**src/rtl/maroc_sc_sequencer.sv**
```systemverilog
// MAROC slow-control sequencer: reset pulse, frame load and serial shift.
// An optional second load/shift pass compares the readback against the transmitted frame.
module maroc_sc_sequencer #(
    parameter int unsigned FRAME_LEN  = 829,
    parameter int unsigned RST_CYCLES = 4
) (
    input  logic       CK_in,
    input  logic       RSTn,
    input  logic       start,
    input  logic       verify_en,
    input  logic       abort,
    input  logic       d_tx,
    input  logic       sr_q,
    output logic       ld,
    output logic       sh,
    output logic       ck_en,
    output logic       RSTn_SC,
    output logic       busy,
    output logic       done,
    output logic       err,
    output logic [9:0] mism_cnt,
    output logic [9:0] bit_cnt
);

    localparam int unsigned CW = 10;
    localparam int unsigned PW = (FRAME_LEN > 1) ? $clog2(FRAME_LEN) : 1;
    localparam int unsigned RW = (RST_CYCLES > 1) ? $clog2(RST_CYCLES) : 1;
    localparam logic [CW-1:0] MISM_MAX = '1;

    typedef enum logic [2:0] {
        S_IDLE,
        S_RESET,
        S_LOAD1,
        S_SHIFT1,
        S_LOAD2,
        S_SHIFT2,
        S_DONE
    } state_e;

    state_e        state_q, state_d;
    logic [PW-1:0] pos_q, pos_d;
    logic [RW-1:0] rcnt_q, rcnt_d;
    logic          verify_q, verify_d;
    logic [CW-1:0] mism_q, mism_d;
    logic          err_q, err_d;
    logic          ld_q, sh_q, ck_en_q, rstn_sc_q, busy_q, done_q;
    logic          last_bit;

    assign last_bit = (pos_q == PW'(FRAME_LEN - 1));

    // Next-state, pass counters and readback mismatch accounting
    always_comb begin
        state_d  = state_q;
        pos_d    = '0;
        rcnt_d   = '0;
        verify_d = verify_q;
        mism_d   = mism_q;
        err_d    = err_q;
        if (abort) begin
            state_d = S_IDLE;
        end else begin
            case (state_q)
                S_IDLE: begin
                    if (start) begin
                        state_d  = S_RESET;
                        verify_d = verify_en;
                        mism_d   = '0;
                        err_d    = 1'b0;
                    end
                end
                S_RESET: begin
                    if (rcnt_q == RW'(RST_CYCLES - 1)) begin
                        state_d = S_LOAD1;
                    end else begin
                        rcnt_d = rcnt_q + RW'(1);
                    end
                end
                S_LOAD1: state_d = S_SHIFT1;
                S_SHIFT1: begin
                    if (last_bit) begin
                        state_d = verify_q ? S_LOAD2 : S_DONE;
                    end else begin
                        pos_d = pos_q + PW'(1);
                    end
                end
                S_LOAD2: state_d = S_SHIFT2;
                S_SHIFT2: begin
                    if ((sr_q != d_tx) && (mism_q != MISM_MAX)) begin
                        mism_d = mism_q + CW'(1);
                    end
                    if (last_bit) begin
                        state_d = S_DONE;
                    end else begin
                        pos_d = pos_q + PW'(1);
                    end
                end
                S_DONE:  state_d = S_IDLE;
                default: state_d = S_IDLE;
            endcase
            // err uses mism_d so a mismatch on the final bit is included
            if (state_d == S_DONE) begin
                err_d = (mism_d != '0);
            end
        end
    end

    // Outputs are decoded from the next state so they align with the state they describe
    always_ff @(posedge CK_in or negedge RSTn) begin
        if (!RSTn) begin
            state_q   <= S_IDLE;
            pos_q     <= '0;
            rcnt_q    <= '0;
            verify_q  <= 1'b0;
            mism_q    <= '0;
            err_q     <= 1'b0;
            ld_q      <= 1'b0;
            sh_q      <= 1'b0;
            ck_en_q   <= 1'b0;
            rstn_sc_q <= 1'b1;
            busy_q    <= 1'b0;
            done_q    <= 1'b0;
        end else begin
            state_q   <= state_d;
            pos_q     <= pos_d;
            rcnt_q    <= rcnt_d;
            verify_q  <= verify_d;
            mism_q    <= mism_d;
            err_q     <= err_d;
            ld_q      <= (state_d == S_LOAD1) || (state_d == S_LOAD2);
            sh_q      <= (state_d == S_SHIFT1) || (state_d == S_SHIFT2);
            ck_en_q   <= (state_d == S_SHIFT1) || (state_d == S_SHIFT2);
            rstn_sc_q <= (state_d != S_RESET);
            busy_q    <= (state_d != S_IDLE);
            done_q    <= (state_d == S_DONE);
        end
    end

    assign ld       = ld_q;
    assign sh       = sh_q;
    assign ck_en    = ck_en_q;
    assign RSTn_SC  = rstn_sc_q;
    assign busy     = busy_q;
    assign done     = done_q;
    assign err      = err_q;
    assign mism_cnt = mism_q;
    assign bit_cnt  = CW'(pos_q);

endmodule

```
**config.mk**
```make
export PLATFORM = sky130hd
export DESIGN_NAME = maroc_sc_sequencer
export DESIGN_NICKNAME = d
export VERILOG_FILES = /design/src/rtl/maroc_sc_sequencer.sv
export SDC_FILE = /design/constraint.sdc
export NUM_CORES = 1
export LEC_CHECK = 0
export BUFFER_PORTS_ARGS = -buffer_cell sky130_fd_sc_hd__buf_2
export CAP_MARGIN = 20
export CORE_ASPECT_RATIO = 1.2
export CORE_UTILIZATION = 53
export DETAILED_ROUTE_END_ITERATION = 10
export PLACE_DENSITY = 0.81
export SYNTH_ARGS = -nofsm -noshare
export SYNTH_HDL_FRONTEND = slang
export SYNTH_SLANG_ARGS = --single-unit
```
**constraint.sdc**
```tcl
create_clock -name CK_in -period 2.9 [get_ports CK_in]
set_clock_uncertainty 0.15 [all_clocks]
set_input_delay 0 -clock CK_in [delete_from_list [all_inputs] [get_ports CK_in]]
set_output_delay 0 -clock CK_in [all_outputs]
set_load 0.01 [all_outputs]
```
Word level (Yosys, flattened, before mapping)

Cells that the tools add are included.

Muxes and demuxes: 21
Add/sub/neg operators: 3
Bitwise operators: 1
Equality and inequality tests: 16
Reduce and logical (&&, ||, !) cells: 11

Operator list:

| operator                                                                 | count |
|---|---|
| 10-bit two-way mux                                                       | 6 |
| 10-bit by 1-bit adder with 10-bit output (second input constant)         | 2 |
| 10-bit case mux with 2 select lines                                      | 1 |
| 3-bit equality test (second input constant)                              | 6 |
| 3-bit two-way mux                                                        | 6 |
| 3-bit case mux with 6 select lines                                       | 1 |
| 3-bit by 2-bit equality test with 1-bit output (second input constant)   | 4 |
| 10-bit equality test (second input constant)                             | 1 |
| 10-bit inequality test (second input constant)                           | 1 |
| 10-bit nonzero test                                                      | 1 |
| 2-bit two-way mux                                                        | 4 |
| 3-bit AND reduction                                                      | 2 |
| 2-bit nonzero test                                                       | 2 |
| 3-bit by 1-bit equality test with 1-bit output (second input constant)   | 1 |
| 3-bit zero test                                                          | 1 |
| 1-bit two-way mux                                                        | 3 |
| 3-bit by 1-bit inequality test with 1-bit output (second input constant) | 1 |
| 3-bit nonzero test                                                       | 1 |
| 2-bit by 1-bit adder with 2-bit output (second input constant)           | 1 |
| 2-bit equality test (second input constant)                              | 1 |
| 1-bit logical OR                                                         | 2 |
| 2-bit OR reduction                                                       | 1 |
| 1-bit logical AND                                                        | 1 |
| 1-bit inequality test                                                    | 1 |
| 1-bit NOT                                                                | 1 |

Logic and storage cells: 63
Bits of input ports: 7
Output and inout port bits: 27
Flip-flop bits (word level): 32

Longest topological paths before layout

Depth in word-level cells: 7
Gate-level depth with buffers: 8
Mapped depth without buffers: 8

Worst setup path after synthesis

No wires, ideal clock.

Path type: reg2reg
From: register state_q[0]
To: register err_q (netlist: err)
Path slack: 589 ps
Required time: 2,626 ps
Arrival time: 2,038 ps
Period minus slack after synthesis: 2,311 ps
Buffers on the path: 2
Stages on the path, launching flop included: 8
Library setup time: 124 ps
Path through: dfrtp_1 > buf_6 > or4b_4 > buf_6 > a211o_1 > a2111oi_2 > o2111ai_1 > o31a_1

Word-level cells in the longest chain between the ends: 6
Elaborated cells on any way between the ends: 20
Classes of those cells: eq/ne (6); mux (9); reduce/logical (5)

RTL lines:

| item                                              | line | text |
|---|---|---|
| from (decl)                                       | 40   | `state_e state_q, state_d;` |
| from (signal assigned)                            | 123  | `state_q <= state_d;` |
| 3-bit equality test, or another cell as far along | 62   | `case (state_q)` |
| 3-bit case mux with 6 select lines                | 62   |  |
| 3-bit two-way mux                                 | 59   | `if (abort) begin` |
| 3-bit equality test                               | 101  | `if (state_d == S_DONE) begin` |
| 2-bit nonzero test (no source line)               | -    |  |
| 3-bit AND reduction (no source line)              | -    |  |
| to (signal assigned)                              | 128  | `err_q <= err_d;` |
| to (decl)                                         | 45   | `logic err_q, err_d;` |

Parallel ways exist; a longest one is shown, timed or not. The select of a mux whose other input is x is not followed.
A chain may end at the register's enable or synchronous reset.

Worst setup path in the final report

From: register state_q[2]
To: register err_q (netlist: err)

Same word-level chain as after synthesis.

==> summary.md <==
| Metric | Value |
|---|---|
| Final GP Congestion | `0.9627` |
| Post-Syn Instances | `203` |
| Register bit total from synthesis | `32` |
| Vias in the first global route | `1,440` |
| Switch Pwr | `about 220 uW` |
| GRT Total Usage | `23.13%` |
| Die H | `66.45 um` |
| Routed len/inst | `14.77 um` |
| Crit-path max FO | `12` |
| Final cell count without fillers | `around 270` |
| # port buffers | `33` |
| Required time worst endpoint | `2.92 ns` |
| CP Capture Type | `register` |
| CTS H-tree depth | `2` |
| Largest net degree at the start of global routing | `33` |
| N_diodes | `0` |
| Met3 routed WL | `167 um` |
| Vias | `approximately 1,600` |
| Mean cell area of the mapped netlist | `9.036 sq um` |
| Hold Crit Class | `in2reg` |
| Register share of total power | `a little under half` |
| Fin util | `between 60% and 70%` |
| RR Endpoint | `err$_DFFE_PN0P_` |
| Switching portion of total power | `21.88%` |
| Area after DPL | `1988 sq um` |
| Worst-path clk slew | `~0.070 ns` |
| Number of synthesized flops with an enable pin | `0` |
| Maximum VDD drop | `around 0.42 mV` |
| Fmax achieved | `406.4 MHz` |
| Die area | `~3700 sq um` |
| Clock power frac | `between 40% and 50%` |
| Synth Flop Type | `dfrtp_1` |
| Final HPWL DP | `about 2700 um` |
| Syn Nets | `214` |
| Post-synth top area cell | `dfrtp_1` |
| Clock Sinks | `32` |
| Worst-Skew Late Latency | `0.28 ns` |
| FF-to-FF path depth | `6` |
| WL final | `4032 um` |
| Worst EP arrival | `2.48 ns` |
| CTS Buf Count | `5` |
| Post-route cell area | `between 2000 and 2500 sq um` |
| WL met2 | `2001 um` |
| First-pass DRT Iterations | `4` |
| Unrepaired setup endpoints after global routing | `false` |
| Commonest cells in the netlist | `dfrtp_1, nor2_1, o21ai_0` |
| Hold Crit Start | `abort` |
| Asr flop ratio synth | `100.0%` |
| Horiz. Die Dim | `roughly 56 um` |
| Crit path launch type | `register` |
| Post-synthesis sequential area ratio | `43.72%` |
| Setup TNS | `0 ns` |
| FP Rows | `23` |
| Gr ovfl total | `0` |
| First-pass GRT wire length | `6506 um` |
| Hold worst-path end | `state_q[2]$_DFF_PN0_` |
| Count leader, synth | `dfrtp_1` |
| Slew at the pin closest to its max-slew limit | `0.7102 ns` |
| Share of the cycle needed by the critical path after routing | `between 80% and 90%` |
| Hold_ws | `0.04510 ns` |
| IO Count | `34` |
| Initial Util | `55.43%` |
| Leakage power | `0.9918 nW` |
| Via density | `approximately 6.0` |
| FF-to-FF setup slack | `~0.44 ns` |
| Post-route ant nets | `0` |
| Area grow syn2layout | `16.92%` |
| PnR worst setup slack | `0.4394 ns` |
| Final min period | `2.461 ns` |
| Placed Instances | `262` |
| Share of the synthesized area in the top cell type | `42.29%` |
| CTS Buffer Depth | `2` |
| Core Area | `around 3300 sq um` |
| Setup violations, final | `0` |
| Combinational power share | `6.9%` |
| Initial antenna violation count | `0` |
| Post-route DRC | `0` |
| Unique masters post-synth | `46` |
| # Post-CTS Setup Buffers | `0` |
| Wl on met1 | `1797 um` |
| Synth Cell Area | `1834 sq um` |
| Critical path type | `reg2reg` |
| Max Cap Viol | `0` |
| Worst flop-to-flop path startpoint | `state_q[2]$_DFF_PN0_` |
| Root buffer cell | `clkbuf_8` |
| CTS tree | `done` |
| Max-slew violation count | `0` |
| Pre-CTS setup slack | `0.4820 ns` |
| Hold path cells | `2` |
| Synth Warn # | `0` |
| Slew headroom | `around 53%` |
| Power density over cell area | `471.0 nW/um^2` |
| Highest Signal Layer | `met4` |
| Fraction of layout cells with a size suffix above 1 | `between 20% and 30%` |
| Final Hold Viols | `0` |
| Nets | `246` |
| Initial DRC Count | `85` |
| Final total power | `just over 1 mW` |
| Top area cells in the synthesized netlist | `dfrtp_1, nor2_1, o21ai_0, xor2_1, ha_1` |
| Pint | `789.1 uW` |
| Status | `completed` |
-- layer usage --
metal / track usage [%] / vias to the layer above
li1: - / 797
met1: 26.89 / 794
met2: 40.96 / 51
met3: 5.284 / 7
met4: 9.688 / 0
met5: 0 / -
-- critical path, stage by stage (launching register included) --
cell,delay (ns)
dfrtp_1,0.55
nor2b_1,0.33
nand3_1,0.25
nor3_1,0.52
a211o_1,0.17
nand4_1,0.08
o31a_1,0.31
-- how the worst max path moves through the flow --
stage               depth (start not counted)                  from  slack [ns]              end
floorplan                                   7  state_q[0]$_DFF_PN0_        0.59  err$_DFFE_PN0P_
global placement                            8  bit_cnt[0]$_DFF_PN0_        0.55  err$_DFFE_PN0P_
detailed placement                          8  bit_cnt[0]$_DFF_PN0_        0.48  err$_DFFE_PN0P_
CTS                                         8  bit_cnt[0]$_DFF_PN0_        0.45  err$_DFFE_PN0P_
finish                                      6  state_q[2]$_DFF_PN0_        0.44  err$_DFFE_PN0P_
global route                                8  bit_cnt[0]$_DFF_PN0_        0.31  err$_DFFE_PN0P_
-- registers in the layout (all words and copies together) (netlist names) --
name      flops
busy          1
done          1
ck_en         1
state_q       3
rcnt_q        2
err           1
ld            1
bit_cnt      10
mism_cnt     10
verify_q      1
RSTn_SC       1
-- power groups by stage --
stage / Clock (mW) / Combinational, mW / Sequential, mW
finish: 0.469 / 0.0701 / 0.471
global route: 0.499 / 0.0783 / 0.472
CTS: 0.475 / 0.0704 / 0.471
detailed placement: 0 / 0.0669 / 0.479
global placement: 0 / 0.0654 / 0.478
floorplan: 0 / 0.0419 / 0.478
-- what timing repair did --
action	4_1_cts	5_1_grt
endpoints found under the hold margin	33	0
hold buffers	3	0
resized for setup	0	0
-- kinds of logic after synthesis --
kind of cell | count (synthesis) | synth area share (%)
buffers and inverters | 21 | 5.389
AOI/OAI and AO/OA | 48 | 17.19
muxes | 4 | 2.251
adders and majority gates | 4 | 2.729
and+or+nand+nor | 84 | 23.94
DFF | 32 | 43.72
xor gates and xnor gates | 10 | 4.775
-- placed cells by master (no fill, tap or decap), types with 2 or more instances in the layout --
master,instances
nand3_1,9
o21bai_1,2
a211oi_1,2
nor4_1,3
and3_1,4
mux2i_1,3
a31oi_1,3
dfrtp_1,31
nor2b_1,3
or3_1,2
nor2_1,24
o21ai_0,15
dlygate4sd3_1,3
clkbuf_8,7
a21oi_1,9
o31ai_1,2
nor3_1,7
nand4_1,6
inv_1,9
and4_1,3
nand2_1,13
buf_2,33
a211o_1,2
o41ai_1,3
or2_2,2
ha_1,4
nor3b_1,3
xnor2_1,3
xor2_1,7
o211ai_1,2
-- final cells by class --
cell class	count	area [sq um]
clock buffers	7	96.34
clock inverters	1	30.03
fillers	291	1165
inverters	9	33.78
multi-input cells	150	933.4
flip-flops and latches	32	802.0
well taps	37	46.29
repair buffers	37	202.7
No activity file was read; power rests on OpenSTA's default activity.
